$ cat config.mk
export PLATFORM = sky130hd
export DESIGN_NAME = alu_mul_seq
export DESIGN_NICKNAME = d
export VERILOG_FILES = /design/src/rtl/alu_mul_seq.sv
export SDC_FILE = /design/constraint.sdc
export NUM_CORES = 1
export LEC_CHECK = 0
export BUFFER_PORTS_ARGS = -buffer_cell sky130_fd_sc_hd__buf_2
export CAP_MARGIN = 10
export CORE_MARGIN = 4
export CORE_UTILIZATION = 56
export DETAILED_ROUTE_END_ITERATION = 7
export PLACE_DENSITY = 0.9
export SYNTH_ARGS = -nofsm -noshare
export SYNTH_HDL_FRONTEND = slang
export SYNTH_SLANG_ARGS = --single-unit
$ cat constraint.sdc
create_clock -name clk -period 2.7 [get_ports clk]
set_input_delay 0.405 -clock clk [delete_from_list [all_inputs] [get_ports clk]]
set_output_delay 0.405 -clock clk [all_outputs]
set_load 0.02 [all_outputs]
$ cat src/rtl/alu_mul_seq.sv
// Multi-cycle shift-and-add multiplier that borrows the shared 32-bit ALU.
// Produces the low 32 bits of mcand_in * mplier_in using only ALU add and shift-left.
module alu_mul_seq (
   input  logic        clk,
   input  logic        reset,
   input  logic        start,
   input  logic [31:0] mcand_in,
   input  logic [31:0] mplier_in,
   output logic        busy,
   output logic        done,
   output logic [31:0] product,
   output logic [31:0] alu_a,
   output logic [31:0] alu_b,
   output logic [3:0]  alu_control,
   input  logic [31:0] alu_result,
   output logic [1:0]  state_dbg
);

   localparam logic [3:0] ALU_ADD = 4'b0010;
   localparam logic [3:0] ALU_SHL = 4'b0100;

   typedef enum logic [1:0] {IDLE = 2'd0, ADD = 2'd1, SHL = 2'd2, DONE = 2'd3} state_t;

   state_t      state;
   logic [31:0] acc;
   logic [31:0] mcand;
   logic [31:0] mplier;
   logic [4:0]  count;

   // busy/done are registered alongside the state so they track it exactly.
   always_ff @(posedge clk) begin
      if (!reset) begin
         state   <= IDLE;
         acc     <= '0;
         mcand   <= '0;
         mplier  <= '0;
         count   <= '0;
         product <= '0;
         busy    <= 1'b0;
         done    <= 1'b0;
      end else begin
         case (state)
            IDLE: begin
               if (start) begin
                  acc    <= '0;
                  mcand  <= mcand_in;
                  mplier <= mplier_in;
                  count  <= '0;
                  state  <= ADD;
                  busy   <= 1'b1;
               end
            end
            ADD: begin
               // No multiplier bits left: nothing more can change acc.
               if (mplier == 32'd0) begin
                  state <= DONE;
                  done  <= 1'b1;
               end else begin
                  if (mplier[0]) acc <= alu_result;
                  state <= SHL;
               end
            end
            SHL: begin
               mcand  <= alu_result;
               mplier <= mplier >> 1;
               count  <= count + 5'd1;
               if (count == 5'd31) begin
                  state <= DONE;
                  done  <= 1'b1;
               end else begin
                  state <= ADD;
               end
            end
            DONE: begin
               product <= acc;
               state   <= IDLE;
               busy    <= 1'b0;
               done    <= 1'b0;
            end
            default: begin
               state <= IDLE;
               busy  <= 1'b0;
               done  <= 1'b0;
            end
         endcase
      end
   end

   always_comb begin
      alu_a       = '0;
      alu_b       = '0;
      alu_control = 4'b0000;
      case (state)
         ADD: begin
            alu_a       = acc;
            alu_b       = mcand;
            alu_control = ALU_ADD;
         end
         SHL: begin
            alu_a       = mcand;
            alu_b       = 32'd1;
            alu_control = ALU_SHL;
         end
         default: ;
      endcase
   end

   assign state_dbg = state;

endmodule

==> run summary, run 1 <==
The run finished with clean final reports. The uppermost layer routed is met4. The initial core utilization came out at slightly below 60%. The depth of the CTS H-tree is 4. The post-CTS clock slew at the launch and capture registers of the worst setup and hold paths came out at about 60 ps. Clock skew on the completed layout was measured at 7.88 ps. The detailed-placement wirelength estimate is 12.1 mm. The max-capacitance violation count came out at 0.

The number of violations reported at the end of detailed-routing iteration 0 is 371. STA classifies the critical path endpoint as an output pin. The synthesized netlist devotes between 10% and 20% of its cell area to simple gates. The actual slew at the worst max-slew pin is 596 ps. The pin count of the biggest net entering global routing is between 70 and 80. Synthesis inferred 137 register bits. The leakage power of the design came out at approximately 4.0 nW.

The number of global-route vias before repair was 5738. By instance count, the leading cell after synthesis is sky130_fd_sc_hd__dfxtp_1. The core region is 11600 sq um. The kind of cell with the highest combined delay along the critical path is buffers and inverters. The final hold violation count is 0. The number of distinct standard cells referenced by the synthesized netlist came out at 33. The warning count from the yosys run is 0. The synthesized instance count is 690. Based on the critical path, the design can be clocked at up to 0.383 GHz. Sequential cells were found to cover 40.9% of the synthesized design area. Wires add up to 18.1 mm. The critical path is of the reg2out type.

The die is 117 um wide. After synthesis, the largest family of logic cells by area is simple AND/OR/NAND/NOR gates. The min-delay analysis places its worst path in the category in2reg. The largest single stage delay on the critical path is 550 ps. The area growth from synthesis to final layout is 26.1%. Setup repair after global routing left no endpoint under its margin. After synthesis, the most frequently instantiated cells are sky130_fd_sc_hd__dfxtp_1, sky130_fd_sc_hd__nor2b_1, sky130_fd_sc_hd__mux2i_1, sky130_fd_sc_hd__nand2_1, sky130_fd_sc_hd__a22oi_1. The wire length of the first global-routing pass came out at between 20 and 30 mm.

For this run, design rule violations remaining after detail routing come to 0. The worst endpoint data arrival time came out at 2210 ps. Of the total synthesized cell area, the portion taken by XOR and XNOR cells is 0%. The total met3 wirelength after detailed routing is between 1 and 1.5 mm. The die covers 13800 sq um.

The detailed-routing iteration count for the pre-antenna-repair pass came out at 5. The area share of the largest cell type after synthesis is about 40%. The worst-case clock buffer depth came out at 2. The total count of max-transition violations in the final report came out at 0. The power density normalized to cell area is 760 nW/um^2. The overall global routing resource usage is 25.8%. The clock period minus final worst setup slack came out at 2610 ps. The number of buffers inserted by hold repair at cts came out at 0.

The number of nets with antenna violations after routing is 0. The final weighted congestion in routability-driven placement is 0.866. In the synthesized netlist the dominant register cell turns out to be sky130_fd_sc_hd__dfxtp_1. The number of nets in the finished design is 973.

The port buffer count came out at 200. For this design, the sink count on the clock tree is 137. The total negative slack for setup checks is 0 ps.

The ratio of final minimum period to clock period is 96.7%. TritonCTS built the clock tree. The fraction of synthesis flops using an asynchronous set or reset pin is 0%. The final worst hold slack is between 200 and 300 ps. The number of rows in the core area came out at 39. The signal on the critical path passes through inv_1 > ha_1 > buf_4 > nor2b_1 > buf_2. The initial antenna violation count came out at 0. The TritonCTS buffer count is 17. The detailed route wirelength on metal2 is 8.77 mm.

The highest ir drop seen on vdd is 0.547 mV. The netlist area before placement is around 6700 sq um. The detailed-route wire length on metal 1 is approximately 7.7 mm. A synthesized cell averages 9.72 sq um. Sorting the synthesized cells by area gives the leading types as sky130_fd_sc_hd__dfxtp_1, sky130_fd_sc_hd__mux2i_1, sky130_fd_sc_hd__nor2b_1. The routed via count is around 6000. The ratio of cells with drive above 1 in the final layout is approximately 29%. The share of cell area taken by muxes after synthesis came out at 14.5%. The number of antenna diodes in the final layout is 0. 203 I/O pins were placed. Of all cell types, the one taking the most synthesized area is sky130_fd_sc_hd__dfxtp_1. The peak fanout along the critical path is 21. Clock tree synthesis selected as its root buffer the cell sky130_fd_sc_hd__clkbuf_16.

Summed over all layers, the global routing overflow is 0. From bottom edge to top edge, the die measures approximately 120 um. The synthesized netlist devotes 18.4% of its cell area to compound gates.

The highest-delay cell along the critical path is sky130_fd_sc_hd__dfxtp_1. The average vias per placed instance came out at between 5 and 6. The routed length per instance is 17.7 um.

Measured against its own limit, the worst slew margin works out to between 60 and 70%. The number of endpoints failing setup at the final stage came out at 0. Fill cells in the final layout number 832. Counting both buffers and inverters, the worst setup path holds a total of 3. Summing the areas of all fa, ha and maj instances in the mapped netlist gives 1.49% of the synthesized area. The clock insertion delay at the later pin of the skew report is approximately 420 ps. STA puts the critical path data required time at 2300 ps. The number of enable-type register cells in the synthesized netlist is 0.

The sort of element at the start of the critical path is a flip-flop.
-- worst paths after layout --
kind                                    start          end  slack (ps)  cells after the start
worst min register to register    product[28]  product[28]         510                      2
worst max register to register   state_dbg[0]     mcand[0]         290                      7
worst min-delay path            alu_result[2]       acc[2]         260                      3
worst max-delay path             state_dbg[0]    alu_a[13]          90                      5
-- metrics by stage --
step	area (sq um)	setup WS, ps	utilization, %	cells	power, mW
detailed placement	7780	378	67.3	989	3.90
global route	8450	3.39	73.1	1022	6.72
CTS	8430	103	72.9	1021	6.45
finish	8450	88.8	73.1	1022	6.43
global placement	7780	458	67.3	989	3.86
floorplan	6710	426	-	691	3.48
-- power breakdown --
part	internal, mW	total, mW	switching, mW
sequential	2.26	2.44	0.188
combinational	0.623	1.46	0.832
clock	1.69	2.53	0.838
-- timing repair --
item | in CTS | in global routing
endpoints found under the setup margin | 0 | 5
buffers inserted | 0 | 1
resized for setup | 0 | 1
-- cells by family after synthesis --
logic type      after synthesis
fa+ha+maj                     8
mux                          97
compound gates              146
other cells                   1
flops                       137
buf+inv                      68
simple gates                233
-- layer usage --
metal | up-vias | global-route usage, %
met5 | - | 0
met3 | 32 | 6.06
met2 | 270 | 43.2
met4 | 0 | 9.97
li1 | 2802 | -
met1 | 2858 | 32.2
-- layout by cell type (no fill, tap or decap), types with 5 or more instances in the layout --
cell type                   netlist  final
sky130_fd_sc_hd__a22oi_1         65     65
sky130_fd_sc_hd__o211a_1         63     63
sky130_fd_sc_hd__mux2i_1         97     97
sky130_fd_sc_hd__buf_2           25    199
sky130_fd_sc_hd__buf_4            5     15
sky130_fd_sc_hd__a21oi_1          7      7
sky130_fd_sc_hd__and2_1          33     33
sky130_fd_sc_hd__nand2_1         69     69
sky130_fd_sc_hd__clkbuf_16        0     17
sky130_fd_sc_hd__ha_1             8      5
sky130_fd_sc_hd__clkbuf_8         0      6
sky130_fd_sc_hd__dfxtp_1        137    137
sky130_fd_sc_hd__nor2b_1        102    102
sky130_fd_sc_hd__nor4_1           8      8
sky130_fd_sc_hd__buf_12           0      6
-- sequential cells by signal, indices dropped and copies added (netlist names) --
name / flops
state_dbg: 2
mplier: 32
busy: 1
product: 32
mcand: 32
done: 1
count: 5
acc: 32
-- tightest hold or removal path, cell delays in order --
cell and delay [ps]:
sky130_fd_sc_hd__buf_2 90, sky130_fd_sc_hd__a22oi_1 60, sky130_fd_sc_hd__nor2b_1 100
-- layout make-up --
type,instances,area [sq um],area share (%)
well taps,143,179,2.12
repair buffers,221,1240,14.7
clock buffers,25,515,6.10
multi-input cells,486,3630,42.9
inverters,3,11.3,0.133
flip-flops and latches,137,2740,32.5
clock inverters,7,135,1.60
(Power assumes the default switching activity.)
==> inputs of run 2 (changes only) <==
- CELL_PAD_IN_SITES_DETAIL_PLACEMENT: not set -> 0
- CELL_PAD_IN_SITES_GLOBAL_PLACEMENT: not set -> 2
- CORE_UTILIZATION: 56 -> 33
- PLACE_DENSITY: 0.9 -> 0.89
==> run 2 against run 1 <==
Net effect: flip-flop and latch count unchanged; final cell count up 12%; via count down 6.5%; fmax up 5.5%; critical path depth unchanged; power down 2.0%; clock skew up 1.8 ps; clock-buffer cell count down 7; clock power down 4%; sequential power about the same; critical endpoint is now alu_a[7]; largest cell class unchanged; highest routed layer is now met5.
==> run summary, run 2 (same netlist as run 1, synthesis figures left out) <==
Outcome: finished, final reports clean (unchanged). The number of endpoints failing setup at the final stage came to 0 (unchanged). The number of gates resized after cts is 0 (unchanged). The detailed-placement wirelength estimate was 13.2 mm (was 12.1 mm).

The cell at the root of the clock tree is sky130_fd_sc_hd__clkbuf_16 (unchanged). The element type at the critical path end is an output pin (unchanged). Most frequent cells in the layout: sky130_fd_sc_hd__buf_2, sky130_fd_sc_hd__dfxtp_1, sky130_fd_sc_hd__nor2b_1 (unchanged).

The worst endpoint data arrival time was 2070 ps (was 2210 ps). The most common cell after layout, fill and taps aside is sky130_fd_sc_hd__buf_2 (unchanged). The number of buffers inserted by hold repair at cts was 0 (unchanged). The overall global routing resource usage came out at 16.6% (was 25.8%). The remaining design rule violation count is 0 (unchanged). The final weighted congestion in routability-driven placement is 0.741 (was 0.866). The initial core utilization came out at 34.0% (was 58.0%). The number of sinks handled by clock tree synthesis came out at 137 (unchanged). The area of the core came out at 19700 sq um (was 11600 sq um).

The peak fanout along the critical path is 17 (was 21). The routed via count is 5575 (was 5962). The final worst hold slack came out at 264 ps (about the same).

The setup clock skew after layout came out at 9.68 ps (was 7.88 ps). The ratio of final minimum period to clock period was 91.6% (was 96.7%). The ratio of cells with drive above 1 in the final layout is 29.5% (was 29.2%).

The detailed-routing iteration count for the pre-antenna-repair pass is 6 (was 5). The total detailed-routing wirelength came out at 19.2 mm (was 18.1 mm). The worst-case clock buffer depth is 2 (unchanged).

The overflow left after global routing is 0 (unchanged). The peak per-stage delay on the critical path is 480 ps (was 550 ps). The power density normalized to cell area was 735 nW/um^2 (was 760 nW/um^2). The clock insertion delay at the later pin of the skew report is 420 ps (about the same).

The critical path class is reg2out (unchanged). The actual slew at the worst max-slew pin came out at 525 ps (was 596 ps). The worst slew margin relative to its limit came out at 64.0% (was 60.3%). The pin count of the biggest net entering global routing was 73 (was 77). The post-CTS clock slew at the launch and capture registers of the worst setup and hold paths was 60 ps (about the same). The final instance area came out at 8570 sq um (was 8450 sq um). The number of I/O pins is 203 (unchanged).

The overall power of the completed layout was 6.30 mW (was 6.43 mW). The floorplan die area came out at 22700 sq um (was 13800 sq um). The total count of max-transition violations in the final report is 0 (unchanged).

The area growth from synthesis to final layout is 27.8% (was 26.1%). The routed length per instance is 16.8 um (was 17.7 um). List of cells traversed by the critical path: inv_1 > ha_1 > buf_4 > nor2b_1 > buf_2 (unchanged).

The worst slack at placement was 518 ps (was 378 ps). The number of violations reported at the end of detailed-routing iteration 0 came to 229 (was 371). The highest-delay cell along the critical path is sky130_fd_sc_hd__dfxtp_1 (unchanged).

The count of buffers added by post-CTS timing repair for setup came to 0 (unchanged). The final hold violation count came out at 0 (unchanged). The setup slack after layout was 226 ps (was 88.8 ps). The height of the die came out at 151 um (was 117 um). The clock tree from TritonCTS is done (unchanged).

The sort of element at the start of the critical path is a flip-flop (unchanged). The endpoint required time on the critical path is 2300 ps (about the same). The total negative slack for setup checks is 0 ps (unchanged). The classification of the worst-slack hold path is in2reg (unchanged). The clock period minus final worst setup slack came out at 2470 ps (was 2610 ps). The wire length of the first global-routing pass is 29.7 mm (was 29.2 mm).

Unrepaired setup endpoints after global routing: false (unchanged). The highest ir drop seen on vdd came out at 0.445 mV (was 0.547 mV). The TritonCTS buffer count was 17 (unchanged).

The initial antenna violation count is 1 (was 0). The max-capacitance violation count came out at 0 (unchanged). The number of global-route vias before repair was 5558 (was 5738).

The width of the chip came to 151 um (was 117 um). The maximum frequency from static timing analysis is 0.404 GHz (was 0.383 GHz). The port buffer count is 200 (unchanged).

The depth of the CTS H-tree came to 4 (unchanged). The total cell area at the placement stage came out at 7940 sq um (was 7780 sq um). The number of nets in the finished design came to 973 (unchanged). The number of nets with antenna violations after routing was 0 (unchanged). The number of rows in the core area is 51 (was 39). The leakage power of the design came to 3.95 nW (was 3.97 nW). The average vias per placed instance is 4.87 (was 5.83).
[run 2: report_power, final]
| part | internal (mW) | switching [mW] |
|---|---|---|
| Combinational | 0.620 | 0.830 |
| Clock | 1.48 | 0.936 |
| Sequential | 2.25 | 0.177 |
[run 2: path summary, 6_finish.rpt]
check	startpoint	endpoint	slack (ps)	depth (start not counted)
worst min register to register	mplier[31]	mplier[31]	490	2
worst max register to register	state_dbg[1]	acc[0]	590	7
worst max-delay path	state_dbg[1]	alu_a[7]	230	5
worst min-delay path	alu_result[18]	acc[18]	260	3
[run 2: layer usage]
layer	track usage, %	vias up	share of wire [%]
met4	4.71	2	1.3
met1	20.9	2606	46
li1	-	2800	-
met3	5.03	16	6.3
met5	0	-	0.068
met2	27.6	151	47
[run 2: area by class of cell]
cell class | count | area (sq um)
multi-input cells | 486 | 3620
inverters | 3 | 11.3
repair buffers | 221 | 1250
diodes | 1 | 2.50
clock buffers | 18 | 439
flip-flops and latches | 137 | 2740
clock inverters | 14 | 170
well taps | 265 | 332
fillers | 1948 | 11200
[run 2: metrics by stage]
stage / instances / utilization (%)
floorplan: 691 / -
global placement: 1111 / 40.3
detailed placement: 1111 / 40.3
CTS: 1143 / 43.4
global route: 1144 / 43.4
finish: 1145 / 43.4
[run 2: worst max-delay path: cells and delay by family, from the launching register on]
kind	cells	cell delay, ps
buf+inv	3	600
simple gates	1	210
flops	1	480
fa+ha+maj	1	360
==> inputs of run 3 (changes only) <==
- BUFFER_PORTS_ARGS: -buffer_cell sky130_fd_sc_hd__buf_2 -> not set
- CORE_UTILIZATION: 33 -> 41
- DONT_BUFFER_PORTS: not set -> 1
- RECOVER_POWER: not set -> 25
==> run 3 against run 2 <==
Net effect: the run now ends with max-capacitance violations, max-slew violations left; critical path type unchanged; non-clock buffer count down 171; critical endpoint is now alu_a[31]; flip-flop and latch count unchanged; critical path depth increased by 1; clock skew decreased by 1.2 ps; clock power decreased by 5%; register-to-register slack worse by 290 ps; utilization rose by 4.4 points; first-iteration DRC count fell by 4.4%; routed wire length fell by 9.3%; largest power group unchanged.
==> run summary, run 3 (same netlist as run 1, synthesis figures left out) <==
The number of gates resized after cts came out at 0 (unchanged). The number of antenna diodes came to 0 (was 1). The routed length per instance is 18.9 um (was 16.8 um). The number of sinks handled by clock tree synthesis came out at 137 (unchanged). The TritonCTS buffer count came out at 17 (unchanged). The final standard cell utilization of the core came out at 47.9% (was 43.4%). The ratio of final minimum period to clock period came out at 92.9% (was 91.6%).

The routed via count is 5167 (was 5575). The pin count of the biggest net entering global routing is 139 (was 73). The worst slew margin relative to its limit was -1.18% (was 64.0%). Unrepaired setup endpoints after global routing: false (unchanged). The clock network power share was 38.3% (was 38.4%).

The number of endpoints failing setup at the final stage is 0 (unchanged). The relative contribution of sequential cells to total power is 40.7% (was 38.6%). The setup clock skew after layout came out at 8.49 ps (was 9.68 ps). The total count of max-transition violations in the final report is 19 (was 0). The final worst hold slack was 128 ps (was 264 ps).

The multi-input combinational cell area came to 3610 sq um (was 3620 sq um). The clock tree from TritonCTS is done (unchanged). The actual slew at the worst max-slew pin is 1520 ps (was 525 ps). The number of global-route vias before repair is 5109 (was 5558). Outcome: complete, but fails checks (was finished, final reports clean). The number of filler cells placed in the layout was 1528 (was 1948). The clock insertion delay at the later pin of the skew report was 410 ps (was 420 ps). The count of buffers added by post-CTS timing repair for setup came out at 0 (unchanged). The checks that failed: max-capacitance violations, max-slew violations.

The width of the chip came to 136 um (was 151 um). The leakage power of the design is 3.12 nW (was 3.95 nW). The final weighted congestion in routability-driven placement is 0.810 (was 0.741). The path depth of the worst reg2reg path is 7 (unchanged). The classification of the worst-slack hold path is in2reg (unchanged). The number of non-filler instances in the completed layout is 923 (was 1145). The area of the core came out at 15900 sq um (was 19700 sq um). The most common cell after layout, fill and taps aside is sky130_fd_sc_hd__dfxtp_1 (was sky130_fd_sc_hd__buf_2). The max-capacitance violation count is 1 (was 0). The sequential standard cell area is 2740 sq um (unchanged). The highest ir drop seen on vdd came out at 0.400 mV (was 0.445 mV). The post-CTS clock slew at the launch and capture registers of the worst setup and hold paths is 60 ps (about the same). The number of nets in the finished design came out at 802 (was 973). The ratio of cells with drive above 1 in the final layout is 11.7% (was 29.5%). The number of violations reported at the end of detailed-routing iteration 0 is 219 (was 229).

The number of stages on the worst hold path came out at 1 (was 3). Most frequent cells in the layout: sky130_fd_sc_hd__dfxtp_1, sky130_fd_sc_hd__nor2b_1, sky130_fd_sc_hd__mux2i_1 (was sky130_fd_sc_hd__buf_2, sky130_fd_sc_hd__dfxtp_1, sky130_fd_sc_hd__nor2b_1). The initial antenna violation count is 0 (was 1). The total net switching power was 1.82 mW (was 1.94 mW). The number of rows in the core area came out at 46 (was 51). The wire length of the first global-routing pass came to 27.3 mm (was 29.7 mm). The number of buffers inserted by hold repair at cts came out at 0 (unchanged). The worst-case clock buffer depth came out at 2 (unchanged). The initial core utilization was 42.0% (was 34.0%). The detailed-routing iteration count for the pre-antenna-repair pass was 5 (was 6).

The number of nets with antenna violations after routing is 0 (unchanged). The sort of element at the start of the critical path was a flip-flop (unchanged). The depth of the CTS H-tree came out at 4 (unchanged).

The detailed-placement wirelength estimate is 11.5 mm (was 13.2 mm). The total placed cells including tap cells is 892 (was 1111). The remaining design rule violation count came to 0 (unchanged). The endpoint required time on the critical path is 2300 ps (about the same). The switching part of the total power is 30.3% (was 30.9%).

The worst endpoint data arrival time is 2100 ps (was 2070 ps). The area growth from synthesis to final layout came to 13.8% (was 27.8%). The maximum frequency from static timing analysis was 0.399 GHz (was 0.404 GHz). The critical path class is reg2out (unchanged). The element type at the critical path end is an output pin (unchanged). The clock period minus final worst setup slack is 2510 ps (was 2470 ps). The final hold violation count came to 0 (unchanged).

The overall global routing resource usage is 18.5% (was 16.6%). The total negative slack for setup checks came to 0 ps (unchanged). The floorplan die area is 18500 sq um (was 22700 sq um). The height of the die is 136 um (was 151 um). The total detailed-routing wirelength is 17.4 mm (was 19.2 mm). The cell at the root of the clock tree was sky130_fd_sc_hd__clkbuf_16 (unchanged).

The overflow left after global routing came to 0 (unchanged). The average vias per placed instance came out at 5.60 (was 4.87). The power density normalized to cell area came to 786 nW/um^2 (was 735 nW/um^2). The port buffer count is 0 (was 200). The fraction of power consumed by combinational cells came out at 21.0% (was 23.0%). The peak fanout along the critical path is 42 (was 17). The internal power contribution is 4.18 mW (was 4.36 mW). The number of I/O pins came out at 203 (unchanged).
## run 3: changes by cell type in the layout (fill, tap and decap cells not counted), moves of 2 or more
cell,previous run,this run
sky130_fd_sc_hd__buf_12,7,3
sky130_fd_sc_hd__clkinv_2,4,1
sky130_fd_sc_hd__buf_4,14,44
sky130_fd_sc_hd__buf_2,199,0
sky130_fd_sc_hd__clkbuf_8,1,6
sky130_fd_sc_hd__bufinv_16,3,1
sky130_fd_sc_hd__clkinvlp_4,1,3
sky130_fd_sc_hd__clkinv_4,4,0
sky130_fd_sc_hd__clkbuf_1,0,3
## run 3: stage by stage
step	power [mW]	instance area (sq um)	setup slack (ps)
2_1_floorplan	3.48	6710	426
3_3_place_gp	3.71	7050	724
3_5_place_dp	3.75	7050	635
4_1_cts	6.07	7650	178
5_1_grt	6.32	7630	52.1
6_report	6.00	7630	192
## run 3: cell type report
cell class	instances	area share [%]
Multi-Input combinational cell	486	47.4
Sequential cell	137	35.9
Clock buffer	23	6.66
Timing Repair Buffer	50	5.26
Tap cell	216	3.54
Clock inverter	8	1.10
Inverter	3	0.148
## run 3: power by group through the flow
| stage | sequential (mW) | clock (mW) | combinational, mW |
|---|---|---|---|
| 3_5_place_dp | 2.48 | 0 | 1.27 |
| 6_report | 2.44 | 2.30 | 1.26 |
| 2_1_floorplan | 2.43 | 0 | 1.04 |
| 3_3_place_gp | 2.47 | 0 | 1.24 |
| 5_1_grt | 2.47 | 2.47 | 1.38 |
| 4_1_cts | 2.44 | 2.36 | 1.27 |
## run 3: final timing paths
path / start / slack (ps) / to
worst max-delay path: state_dbg[1] / 190 / alu_a[31]
worst max register to register: state_dbg[0] / 300 / done
worst min-delay path: reset / 130 / mplier[12]
worst min register to register: mplier[31] / 500 / mplier[31]
## run 3: worst max-delay path, cell delays in order (launching register included)
cell	delay [ps]
sky130_fd_sc_hd__dfxtp_1	370
sky130_fd_sc_hd__inv_1	180
sky130_fd_sc_hd__ha_2	210
sky130_fd_sc_hd__buf_4	390
sky130_fd_sc_hd__a22oi_1	150
sky130_fd_sc_hd__nor2b_1	200
sky130_fd_sc_hd__buf_4	170
## run 3: metal layers
| metal | wire, um | GRT usage [%] | up-vias |
|---|---|---|---|
| met5 | 0 | 0 | - |
| met4 | 234 | 6.10 | 0 |
| met3 | 1450 | 7.03 | 17 |
| met2 | 8360 | 30.2 | 184 |
| met1 | 7370 | 22.5 | 2514 |
| li1 | - | - | 2452 |
